===== src/rtl/hir_mac_pkg.sv =====
// Shared types and helpers for the HIR pipelined multiply / multiply-accumulate unit.
// Saturation limits are returned LIM_W wide; callers slice them down to their width.
package hir_mac_pkg;

  typedef enum logic [1:0] {
    OP_MUL     = 2'b00,
    OP_MAC     = 2'b01,
    OP_MAC_CLR = 2'b10,
    OP_RSVD    = 2'b11
  } hir_mac_op_e;

  localparam int LIM_W = 128;

  function automatic logic [LIM_W-1:0] sat_smax(input int w);
    sat_smax = (LIM_W'(1) << (w - 1)) - LIM_W'(1);
  endfunction

  function automatic logic [LIM_W-1:0] sat_smin(input int w);
    sat_smin = LIM_W'(1) << (w - 1);
  endfunction

  function automatic logic [LIM_W-1:0] sat_umax(input int w);
    if (w >= LIM_W) sat_umax = '1;
    else            sat_umax = (LIM_W'(1) << w) - LIM_W'(1);
  endfunction

endpackage


===== src/rtl/hir_pipe_valid.sv =====
// DEPTH-deep valid shift register with an op tag riding alongside, for HIR pipelined helpers.
// The op tag travels up to the stage before the last; the last stage is only the result strobe.
module hir_pipe_valid #(
  parameter int DEPTH = 3,
  parameter int OP_W  = 2
) (
  input  logic            clk,
  input  logic            rst_n,
  input  logic            in_vld,
  input  logic [OP_W-1:0] in_op,
  output logic            vld_pre,
  output logic [OP_W-1:0] op_pre,
  output logic            vld_last
);

  logic [DEPTH-1:0] vld_q;
  logic [OP_W-1:0]  op_q [DEPTH-1];

  always_ff @(posedge clk or negedge rst_n) begin
    if (!rst_n) begin
      vld_q <= '0;
      for (int i = 0; i < DEPTH - 1; i++) op_q[i] <= '0;
    end else begin
      vld_q   <= {vld_q[DEPTH-2:0], in_vld};
      op_q[0] <= in_op;
      for (int i = 1; i < DEPTH - 1; i++) op_q[i] <= op_q[i-1];
    end
  end

  assign vld_pre  = vld_q[DEPTH-2];
  assign op_pre   = op_q[DEPTH-2];
  assign vld_last = vld_q[DEPTH-1];

endmodule


===== src/rtl/hir_mac_pipe.sv =====
// Parametrised pipelined multiply / multiply-accumulate unit driven by the HIR schedule.
// Accumulator, term count and sticky overflow live only in the final (combine) stage.
module hir_mac_pipe
  import hir_mac_pkg::*;
#(
  parameter int WIDTH   = 32,
  parameter int ACC_W   = 48,
  parameter int LATENCY = 3,
  parameter int SIGNED  = 1,
  parameter int SAT     = 0,
  parameter int CNT_W   = 16
) (
  input  logic             clk,
  input  logic             rst_n,
  input  logic             tstart,
  input  logic [WIDTH-1:0] a,
  input  logic [WIDTH-1:0] b,
  input  logic [1:0]       op,
  output logic [ACC_W-1:0] out,
  output logic             tdone,
  output logic [CNT_W-1:0] count,
  output logic             ovf
);

  // Handshake: tstart issues one op per cycle with no back-pressure; a, b, op are
  // sampled on that edge and tdone pulses for one cycle LATENCY edges later with out valid.

  if (LATENCY < 2) begin : g_bad_latency
    $error("hir_mac_pipe: LATENCY must be >= 2");
  end
  if (ACC_W < WIDTH + 1) begin : g_bad_acc_w
    $error("hir_mac_pipe: ACC_W must be >= WIDTH+1");
  end

  localparam logic SGN    = (SIGNED != 0);
  localparam logic SAT_EN = (SAT != 0);
  localparam int   MSB    = ACC_W - 1;

  localparam logic [LIM_W-1:0] SMAX_F = sat_smax(ACC_W);
  localparam logic [LIM_W-1:0] SMIN_F = sat_smin(ACC_W);
  localparam logic [LIM_W-1:0] UMAX_F = sat_umax(ACC_W);
  localparam logic [ACC_W-1:0] SMAX   = SMAX_F[ACC_W-1:0];
  localparam logic [ACC_W-1:0] SMIN   = SMIN_F[ACC_W-1:0];
  localparam logic [ACC_W-1:0] UMAX   = UMAX_F[ACC_W-1:0];

  // Stage 1: operand capture
  logic [WIDTH-1:0] a_q, b_q;

  always_ff @(posedge clk or negedge rst_n) begin
    if (!rst_n) begin
      a_q <= '0;
      b_q <= '0;
    end else if (tstart) begin
      a_q <= a;
      b_q <= b;
    end
  end

  logic       c_vld;
  logic [1:0] c_op;

  hir_pipe_valid #(
    .DEPTH (LATENCY),
    .OP_W  (2)
  ) u_pipe_valid (
    .clk      (clk),
    .rst_n    (rst_n),
    .in_vld   (tstart),
    .in_op    (op),
    .vld_pre  (c_vld),
    .op_pre   (c_op),
    .vld_last (tdone)
  );

  // Extending to ACC_W first and keeping the low ACC_W bits of the product equals the
  // full 2*WIDTH product truncated (or extended) to ACC_W, for either signedness.
  logic [ACC_W-1:0] a_ext, b_ext, prod;

  assign a_ext = {{(ACC_W-WIDTH){SGN & a_q[WIDTH-1]}}, a_q};
  assign b_ext = {{(ACC_W-WIDTH){SGN & b_q[WIDTH-1]}}, b_q};
  assign prod  = a_ext * b_ext;

  logic [ACC_W-1:0] comb_p;

  if (LATENCY == 2) begin : g_direct
    assign comb_p = prod;
  end else begin : g_prod_pipe
    logic [ACC_W-1:0] p_q [LATENCY-2];

    always_ff @(posedge clk or negedge rst_n) begin
      if (!rst_n) begin
        for (int i = 0; i < LATENCY - 2; i++) p_q[i] <= '0;
      end else begin
        p_q[0] <= prod;
        for (int i = 1; i < LATENCY - 2; i++) p_q[i] <= p_q[i-1];
      end
    end

    assign comb_p = p_q[LATENCY-3];
  end

  // Combine stage
  logic [ACC_W-1:0] acc_q, acc_n, out_q, out_n, mac_res;
  logic [CNT_W-1:0] cnt_q, cnt_n;
  logic             ovf_q, ovf_n, ovf_det;
  logic [ACC_W:0]   sum;

  always_comb begin
    sum     = {1'b0, acc_q} + {1'b0, comb_p};
    ovf_det = 1'b0;
    if (SGN) ovf_det = (acc_q[MSB] == comb_p[MSB]) && (sum[MSB] != acc_q[MSB]);
    else     ovf_det = sum[ACC_W];
    mac_res = sum[ACC_W-1:0];
    if (ovf_det && SAT_EN) begin
      if (SGN) mac_res = acc_q[MSB] ? SMIN : SMAX;
      else     mac_res = UMAX;
    end
  end

  always_comb begin
    acc_n = acc_q;
    out_n = out_q;
    cnt_n = cnt_q;
    ovf_n = ovf_q;
    if (c_vld) begin
      case (hir_mac_op_e'(c_op))
        OP_MAC: begin
          acc_n = mac_res;
          out_n = mac_res;
          if (ovf_det) ovf_n = 1'b1;
          if (cnt_q != '1) cnt_n = cnt_q + CNT_W'(1);
        end
        OP_MAC_CLR: begin
          acc_n = comb_p;
          out_n = comb_p;
          cnt_n = CNT_W'(1);
          ovf_n = 1'b0;
        end
        default: out_n = comb_p;
      endcase
    end
  end

  always_ff @(posedge clk or negedge rst_n) begin
    if (!rst_n) begin
      acc_q <= '0;
      out_q <= '0;
      cnt_q <= '0;
      ovf_q <= 1'b0;
    end else begin
      acc_q <= acc_n;
      out_q <= out_n;
      cnt_q <= cnt_n;
      ovf_q <= ovf_n;
    end
  end

  assign out   = out_q;
  assign count = cnt_q;
  assign ovf   = ovf_q;

endmodule

===== config.mk =====
export PLATFORM = sky130hd
export DESIGN_NAME = hir_mac_pipe
export DESIGN_NICKNAME = d
export VERILOG_FILES = /design/src/rtl/hir_mac_pkg.sv /design/src/rtl/hir_pipe_valid.sv /design/src/rtl/hir_mac_pipe.sv
export SDC_FILE = /design/constraint.sdc
export NUM_CORES = 2
export LEC_CHECK = 0
export CAP_MARGIN = 5
export CORE_MARGIN = 2
export CORE_UTILIZATION = 56
export CTS_CLUSTER_DIAMETER = 50
export DETAILED_ROUTE_END_ITERATION = 10
export DONT_BUFFER_PORTS = 1
export GPL_ROUTABILITY_DRIVEN = 0
export HOLD_SLACK_MARGIN = 0.06
export PLACE_DENSITY_LB_ADDON = 0.12
export SYNTH_ARGS = -nofsm -noshare
export SYNTH_HDL_FRONTEND = slang
export SYNTH_SLANG_ARGS = --single-unit

===== constraint.sdc =====
create_clock -name clk -period 13.47 [get_ports clk]
set_input_delay 2.0205 -clock clk [delete_from_list [all_inputs] [get_ports clk]]
set_output_delay 2.0205 -clock clk [all_outputs]
set_load 0.005 [all_outputs]

==> metrics.cfg <==
[synthesis]
avgSynthCellArea_um2=9.37
synthDistinctLibCells=75
synth_seq_cells=232
synth_nets=5497
ys.flop_type=dfrtp_1
async_flop_share=1.00
seq_area_frac_synth=0.142
ys_warn_count=0
synthCells=4371
mappedNetlistArea_um2=41000
synth_edf_count=0

[cts]
cts.sinks=232
cts_buffers=38
clockBufferDepth=3
cts_max_level=2
tritoncts=built
path_clk_slew_ps=60
cts.repair.resized=0
post_cts_buffers=0
clk_latency_ps=610
ctsHoldBuffers=0
clock-root-buffer=clkbuf_16

[drt]
wire_per_inst_um=20.9
drt_iter0_markers=1966
drc=0
ant_nets=0
routed_wl_mm=109
first_pass_iters=6
vias_per_cell=5.60
vias=29200

[die]
start_util=0.564
core-area_um2=72700
rows=99
die_y_um=275
die_area_um2=75400
dieWidth_um=275
num_io_pins=135

[sta]
finalMaxSlewViolations=0
tightest_slew_ps=1040
rsz0062_at_grt=no
slew_headroom=0.309
setup_tns_ps=0
clock_skew_ps=57.4
hold_viol_final=0
period_share=0.603
max_freq_mhz=123
finalCriticalPeriod_ps=8130
setup_viol=0

[cells_and_area]
final_nets=5347
layout_common_cells=fa_1, inv_1, nand2_1
drive_gt1_frac=0.0534
antenna-diode-count=0
layout_commonest_cell=fa_1
synthToLayoutAreaGrowth_pct=5.04

[hold_path]
hp-class=flop to flop
min_to=u_pipe_valid.op_pre[0]
hold_start=u_pipe_valid.op_q[2]
holdPathStages=0

[grt]
grt_antenna_before_repair=1
grt_max_degree=233
grt_pass1_wl_mm=176
first_global_vias=30700
grt-ovfl-total=0
grtUsageTotal=0.304

[flow_run]
drv_cap=0

[worst_setup_path]
reg2reg_depth=22
cpMostUsedCell=fa_1
cp.arrival_ps=8560
cp-end-kind=flop
r2r_setup_slack_ps=5340
critical_path.top_delay_family=adder cells
critPathBufInv=3
slowest_stage=dfrtp_1
r2r_end=comb_p[43]
crit_type=flop to flop
cp.required_ps=13900
startpoint_type=flop
critPathMaxFanout=22
crit_chain=nand2_1 > fa_1 > inv_1 > fa_1 > inv_1 > fa_1 > fa_1 > fa_1 > inv_1 > fa_1 > fa_1 > fa_1 > ha_1 > a21o_1 > a31oi_1 > o221ai_1 > and2_1 > a311oi_1 > a211o_1 > o21a_1 > nor3_1 > or3_1
critPathMaxStageDelay_ps=880
reg2reg_from=b_q[2]

[placement]
io_buffers=0
dp_hpwl_mm=81.7

[outcome]
status=complete, no violations

-- state kept, by name (all words and copies together) (netlist names) --
name,count
acc_q,48
ovf,1
out,48
a_q,32
u_pipe_valid.vld_q,3
u_pipe_valid.op_q,2
b_q,32
count,16
comb_p,48
u_pipe_valid.op_pre,2
-- synth_stat cells (12+ instances only) --
| master | count | area (µm²) |
|---|---|---|
| nand2_1 | 601 | 2260 |
| nor2_1 | 117 | 439 |
| mux2i_1 | 47 | 470 |
| a21oi_1 | 153 | 766 |
| clkbuf_1 | 236 | 886 |
| o21ai_0 | 83 | 415 |
| a211oi_1 | 12 | 90.1 |
| mux2_2 | 69 | 777 |
| nand3_1 | 50 | 250 |
| and2_1 | 410 | 2560 |
| ha_1 | 217 | 2720 |
| nand4_1 | 17 | 106 |
| and3_1 | 27 | 169 |
| nor3_1 | 32 | 160 |
| a31oi_1 | 38 | 238 |
| o21a_1 | 12 | 90.1 |
| fa_1 | 840 | 16800 |
| xnor2_1 | 80 | 701 |
| xor2_1 | 42 | 368 |
| nor2b_1 | 35 | 219 |
| a21o_1 | 39 | 293 |
| nand2b_1 | 18 | 113 |
| o21bai_1 | 20 | 150 |
| dfrtp_1 | 232 | 5810 |
| o211ai_1 | 16 | 120 |
| inv_1 | 815 | 3060 |
-- how the worst max path moves through the flow --
stage	from	endpoint	slack, ps	depth (start not counted)
after floorplan	a_q[20]	comb_p[43]	6340	24
after global placement	a_q[11]	comb_p[43]	5460	24
after detailed placement	a_q[11]	comb_p[43]	5340	24
after CTS	a_q[11]	comb_p[43]	5300	24
after global routing	a_q[11]	comb_p[43]	4970	24
final	b_q[2]	comb_p[43]	5340	22
-- final cells by class --
class | instances | area (µm²)
Multi-Input combinational cell | 3072 | 31200
Fill cell | 6318 | 29700
Sequential cell | 232 | 5810
Inverter | 816 | 3060
Tap cell | 959 | 1200
Clock buffer | 43 | 1020
Timing Repair Buffer | 61 | 458
Clock inverter | 27 | 318
-- per-layer routing --
| layer | track usage | vias to the layer above | part of all wire |
|---|---|---|---|
| met3 | 0.0887 | 148 | 0.10 |
| met1 | 0.450 | 14900 | 0.45 |
| met5 | 0 | - | 0 |
| met4 | 0.0689 | 0 | 0.022 |
| met2 | 0.445 | 1136 | 0.42 |
| li1 | - | 13000 | - |
-- cells by family after synthesis --
family                   count (synthesis)  share of synthesized area
multiplexers                           116                     0.0304
adder cells (fa/ha/maj)               1057                      0.477
XOR/XNOR                               122                     0.0261
buffers and inverters                 1067                     0.0980
AO/OA/AOI/OAI                          436                     0.0672
flip-flops                             232                      0.142
AND/OR/NAND/NOR                       1341                      0.160
-- per-stage QoR --
step / instance area (µm²) / util / instances / hold slack, ps / setup slack [ps]
3_5_place_dp: 41700 / 0.574 / 5140 / 335 / 5340
3_3_place_gp: 41700 / 0.574 / 5140 / 335 / 5460
2_1_floorplan: 41000 / - / 4371 / 331 / 6340
6_report: 43000 / 0.592 / 5210 / 346 / 5340
4_1_cts: 43000 / 0.592 / 5210 / 347 / 5300
5_1_grt: 43000 / 0.592 / 5210 / 355 / 4970
-- worst reg2reg max path: stages, from the launching register on --
cell and delay [ps]:
dfrtp_1 880, nand2_1 190, fa_1 570, inv_1 50, fa_1 480, inv_1 50, fa_1 520, fa_1 520
fa_1 510, inv_1 50, fa_1 500, fa_1 560, fa_1 430, ha_1 400, a21o_1 220, a31oi_1 170
o221ai_1 160, and2_1 180, a311oi_1 660, a211o_1 310, o21a_1 170, nor3_1 50, or3_1 350
Power is left out: the tool's default activity adds up to more than one toggle a clock period on the data nets, which glitch-free logic cannot reach.
